$ cat config.mk
export PLATFORM = sky130hd
export DESIGN_NAME = rst_seq
export DESIGN_NICKNAME = d
export VERILOG_FILES = /design/src/rtl/rst_seq_pkg.sv /design/src/rtl/rst_sync.sv /design/src/rtl/rst_seq.sv
export SDC_FILE = /design/constraint.sdc
export NUM_CORES = 1
export LEC_CHECK = 0
export CAP_MARGIN = 30
export CORE_UTILIZATION = 50
export CTS_BUF_LIST = sky130_fd_sc_hd__clkbuf_4 sky130_fd_sc_hd__clkbuf_8
export DETAILED_ROUTE_END_ITERATION = 6
export GPL_ROUTABILITY_DRIVEN = 0
export PLACE_DENSITY = 0.7
export SYNTH_ARGS = -nofsm -noshare
export SYNTH_HDL_FRONTEND = slang
export SYNTH_SLANG_ARGS = --single-unit
export TNS_END_PERCENT = 50
$ cat constraint.sdc
create_clock -name Clk -period 2 [get_ports Clk]
set_clock_uncertainty 0.05 [all_clocks]
set_input_delay 0.2 -clock Clk [delete_from_list [all_inputs] [get_ports Clk]]
set_output_delay 0.2 -clock Clk [all_outputs]
set_load 0.01 [all_outputs]
$ cat src/rtl/rst_seq_pkg.sv
// Shared definitions for the reset sequencer: FSM encoding, default
// parameter values and the counter width helper.
package rst_seq_pkg;

    typedef enum logic [1:0] {
        ST_HOLD  = 2'd0,
        ST_STAGE = 2'd1,
        ST_DONE  = 2'd2
    } state_t;

    localparam int DEF_SYNC_STAGES = 2;
    localparam int DEF_HOLD_CYCLES = 16;
    localparam int DEF_NUM_OUT     = 3;
    localparam int DEF_STAGE_GAP   = 4;

    // Wide enough to hold the larger of the hold count and the stage gap.
    function automatic int cnt_width(input int hold_cycles, input int stage_gap);
        int top;
        top = (hold_cycles > stage_gap) ? hold_cycles : stage_gap;
        return $clog2(top + 1);
    endfunction

endpackage

$ cat src/rtl/rst_sync.sv
// Async-assert / sync-deassert reset synchronizer of SYNC_STAGES flops.
// sync_pre_n is the D input of the last flop (one edge ahead of sync_rst_n).
module rst_sync #(
    parameter int SYNC_STAGES = 2
) (
    input  logic clk,
    input  logic rst_n,
    output logic sync_rst_n,
    output logic sync_pre_n
);

    logic [SYNC_STAGES-1:0] chain_q;

    always_ff @(posedge clk or negedge rst_n) begin
        if (!rst_n) begin
            chain_q <= '0;
        end else begin
            chain_q <= {chain_q[SYNC_STAGES-2:0], 1'b1};
        end
    end

    assign sync_rst_n = chain_q[SYNC_STAGES-1];
    assign sync_pre_n = chain_q[SYNC_STAGES-2];

endmodule

$ cat src/rtl/rst_seq.sv
// Reset sequencer: synchronizes Rst_n, holds for HOLD_CYCLES, then releases
// Rst_out_n bits in index order STAGE_GAP apart. Option RST_SEQ_SW_RST_EN adds Sw_rst_req.
module rst_seq
    import rst_seq_pkg::*;
#(
    parameter int SYNC_STAGES = DEF_SYNC_STAGES,
    parameter int HOLD_CYCLES = DEF_HOLD_CYCLES,
    parameter int NUM_OUT     = DEF_NUM_OUT,
    parameter int STAGE_GAP   = DEF_STAGE_GAP
) (
    input  logic               Clk,
    input  logic               Rst_n,
`ifdef RST_SEQ_SW_RST_EN
    input  logic               Sw_rst_req,
`endif
    output logic [NUM_OUT-1:0] Rst_out_n,
    output logic               Rst_done
);

    localparam int CNT_W = cnt_width(HOLD_CYCLES, STAGE_GAP);
    localparam int IDX_W = $clog2(NUM_OUT + 1);

    localparam logic [CNT_W-1:0] HOLD_LAST = CNT_W'(HOLD_CYCLES);
    localparam logic [CNT_W-1:0] GAP_LAST  = CNT_W'(STAGE_GAP - 1);
    localparam logic [IDX_W-1:0] IDX_LAST  = IDX_W'(NUM_OUT - 1);

    logic               sync_rst_n;
    logic               sync_pre_n;
    logic               hold_run;
    state_t             state_q, state_d;
    logic [CNT_W-1:0]   cnt_q, cnt_d;
    logic [IDX_W-1:0]   idx_q, idx_d;
    logic [NUM_OUT-1:0] out_q, out_d;
    logic               done_q, done_d;

    rst_sync #(
        .SYNC_STAGES(SYNC_STAGES)
    ) u_sync (
        .clk       (Clk),
        .rst_n     (Rst_n),
        .sync_rst_n(sync_rst_n),
        .sync_pre_n(sync_pre_n)
    );

    // The hold window opens on the edge where sync_rst_n rises, so that
    // HOLD_CYCLES=0 releases bit 0 on that same edge.
    assign hold_run = sync_pre_n | sync_rst_n;

    always_ff @(posedge Clk or negedge Rst_n) begin
        if (!Rst_n) begin
            state_q <= ST_HOLD;
            cnt_q   <= '0;
            idx_q   <= '0;
            out_q   <= '0;
            done_q  <= 1'b0;
        end else begin
            state_q <= state_d;
            cnt_q   <= cnt_d;
            idx_q   <= idx_d;
            out_q   <= out_d;
            done_q  <= done_d;
        end
    end

    always_comb begin
        state_d = state_q;
        cnt_d   = cnt_q;
        idx_d   = idx_q;
        out_d   = out_q;
        done_d  = 1'b0;
        unique case (state_q)
            ST_HOLD: begin
                if (hold_run) begin
                    if (cnt_q == HOLD_LAST) begin
                        out_d[0] = 1'b1;
                        cnt_d    = '0;
                        idx_d    = IDX_W'(1);
                        state_d  = (NUM_OUT == 1) ? ST_DONE : ST_STAGE;
                    end else begin
                        cnt_d = cnt_q + 1'b1;
                    end
                end
            end
            ST_STAGE: begin
                if (cnt_q == GAP_LAST) begin
                    // Shift in a one: released bits stay released, order is by index.
                    out_d = (out_q << 1) | NUM_OUT'(1);
                    cnt_d = '0;
                    if (idx_q == IDX_LAST) begin
                        state_d = ST_DONE;
                    end else begin
                        idx_d = idx_q + 1'b1;
                    end
                end else begin
                    cnt_d = cnt_q + 1'b1;
                end
            end
            ST_DONE: begin
                done_d = 1'b1;
`ifdef RST_SEQ_SW_RST_EN
                // Synchronizer stays released, so re-release is HOLD_CYCLES+1 edges out.
                if (Sw_rst_req) begin
                    state_d = ST_HOLD;
                    cnt_d   = '0;
                    idx_d   = '0;
                    out_d   = '0;
                    done_d  = 1'b0;
                end
`endif
            end
            default: begin
                state_d = ST_HOLD;
            end
        endcase
    end

    assign Rst_out_n = out_q;
    assign Rst_done  = done_q;

endmodule
==> reports/qor.yml <==
rsz0062_at_grt: "no"
htree_levels: 1
cts_buffers: 3
ys_warn_count: 0
reg2reg_depth: 5
totalWireLength_mm: 1.18
vias: 481
post_cts_buffers: 0
wire_per_inst_um: 13.7
syn-mean-instance-area_um2: 11.9
grt.overflow.total: 0
cts_resized: 0
leakage_nw: 0.393
drt_first_pass_iters: 4
synth_area_leaders: "dfrtp_1 (51%), ha_1 (5.1%), nor4b_4 (3.2%)"
placed_cell_area_um2: 803
r2r_start: "cnt_q[1]"
die_w_um: 40.4
antennaDiodeCount: 0
grt_pass1_vias: 456
drcViolationCount: 0
cts-root-buf: "clkbuf_4"
hold_violations: 0
drtAntennaViolNets: 0
syn_to_final_growth_pct: 12.9
numPortBuffers: 5
start_util: 0.553
synth_area_um2: 738
status: "finished clean"
ir_drop_uv: 603
max_freq_ghz: 0.576
ys_types: 30
cts_hold_buf: 0
cts_tree: "yes"
worst_pin_slew_ns: 0.641
drive_gt1_frac: 0.141
critical_path.max_fanout: 6
yosys.area.top_type: "dfrtp_1"
reg2reg_to: "idx_q[1]"
grt_max_degree: 16
antenna_found_initial: 0
start_kind: "register"
dp_hpwl_um: 850
critPathRequiredTime_ns: 2.14
min_period_over_period: 0.868
finalSetupTns_ns: 0
num_rows: 13
grt_pass1_wl_mm: 1.95
hold_path.class: "primary input to async pin"
slew_headroom: 0.571
yosysSeqAreaShare: 0.508
netlist_instances: 62
drv_slew: 0
pin_count: 6
final_cell_mix: "dfrtp_1 (15), clkdlybuf4s50_1 (5)"
final_area_um2: 833
clkTransAtPathRegs_ns: 0.09
fin_crit_ns: 1.74
whs_ns: 0.248
design.die.area_um2: 1630
synth_top_cell_area_share: 0.508
nFillCells: 121
r2r_setup_slack_ns: 0.26
die_h_um: 40.4
ys_seq_elements: 15
powerDensity_nw_per_um2: 1300
syn_nets: 67
final_nets: 77
end_kind: "register"
cp.arrival_ns: 1.87
core_um2: 1330
mostFrequentLayoutCell: "dfrtp_1"
critical_path_class: "register to register"
clock_path_buffers: 2
clock_latency_ns: 0.29
vias_per_cell: 5.59
drv_cap: 0
final-setup-viol-count: 0
drtIter0Drc: 5
clkSinkCount: 15
track_usage: 0.192
[metrics by stage]
step                instances  setup slack, ns   util  total power (W)
global placement           82            0.290  0.602         0.000882
floorplan                  62            0.455      -         0.000793
CTS                        86            0.258  0.625          0.00109
finish                     86            0.265  0.625          0.00108
detailed placement         82            0.283  0.602         0.000897
global route               86            0.156  0.625          0.00115
[synth_stat cells (all sizes together)]
master,number
a21o,1
o21ai,2
o21bai,2
nor2b,1
a311oi,1
nor4bb,1
inv,4
a31oi,1
a22o,1
nor4b,1
xnor2,1
o32a,1
ha,3
buf,1
nor3,4
nand4,1
conb,1
dfrtp,15
or2,2
nand2,2
nand3b,1
a21oi,3
nand4bb,1
mux2,3
nor2,5
nand2b,1
nand3,1
o32ai,1
[report_power, final]
group | switching (W) | leakage [nW] | internal, W | total (W)
clock network | 0.000100 | 0.0184 | 0.0000913 | 0.000191
registers | 0.0000976 | 0.188 | 0.000398 | 0.000495
logic | 0.000196 | 0.186 | 0.000200 | 0.000396
[worst max-delay path: stages, from the launching register on]
cell and delay, ns:
dfrtp_1 0.38, ha_1 0.23, nor4b_4 0.39, nand3b_4 0.17, o32a_1 0.22, a21o_1 0.18
[per-layer routing]
metal | GRT usage | share of wire
met5 | 0 | 0
met4 | 0.150 | 0.037
met3 | 0.0500 | 0.031
met2 | 0.254 | 0.42
met1 | 0.260 | 0.51
[registers in the layout, summed over array words and instances, names as in the netlist]
register and count:
Rst_done 1, Rst_out_n 3, cnt_q 5, idx_q 2, state_q 2, u_sync.chain_q 2
[worst max path at each step]
stage / from / end / slack (ns) / cells past startpoint
2_1_floorplan: cnt_q[0] / idx_q[1] / 0.45 / 5
3_3_place_gp: cnt_q[1] / idx_q[1] / 0.29 / 5
3_5_place_dp: cnt_q[0] / idx_q[1] / 0.28 / 5
6_report: cnt_q[1] / idx_q[1] / 0.26 / 5
4_1_cts: cnt_q[0] / idx_q[1] / 0.26 / 5
5_1_grt: cnt_q[0] / idx_q[1] / 0.16 / 5
[cells by family after synthesis]
group,after synthesis,synth area share
muxes,3,0.0458
DFF,15,0.508
AOI/OAI and AO/OA,13,0.132
buffers and inverters,5,0.0356
xor gates and xnor gates,1,0.0119
adders and majority gates,3,0.0509
and+or+nand+nor,21,0.210
other,1,0.00508
[area by class of cell]
class / count / area (µm²) / area share
multi-input combinational: 42 / 337 / 0.404
inverter: 4 / 15.0 / 0.0180
tap: 15 / 18.8 / 0.0225
sequential: 15 / 375 / 0.450
timing repair buffer: 6 / 57.6 / 0.0691
clock buffer: 4 / 30.0 / 0.0360
Note: power is estimated with default switching activity, not from simulation.
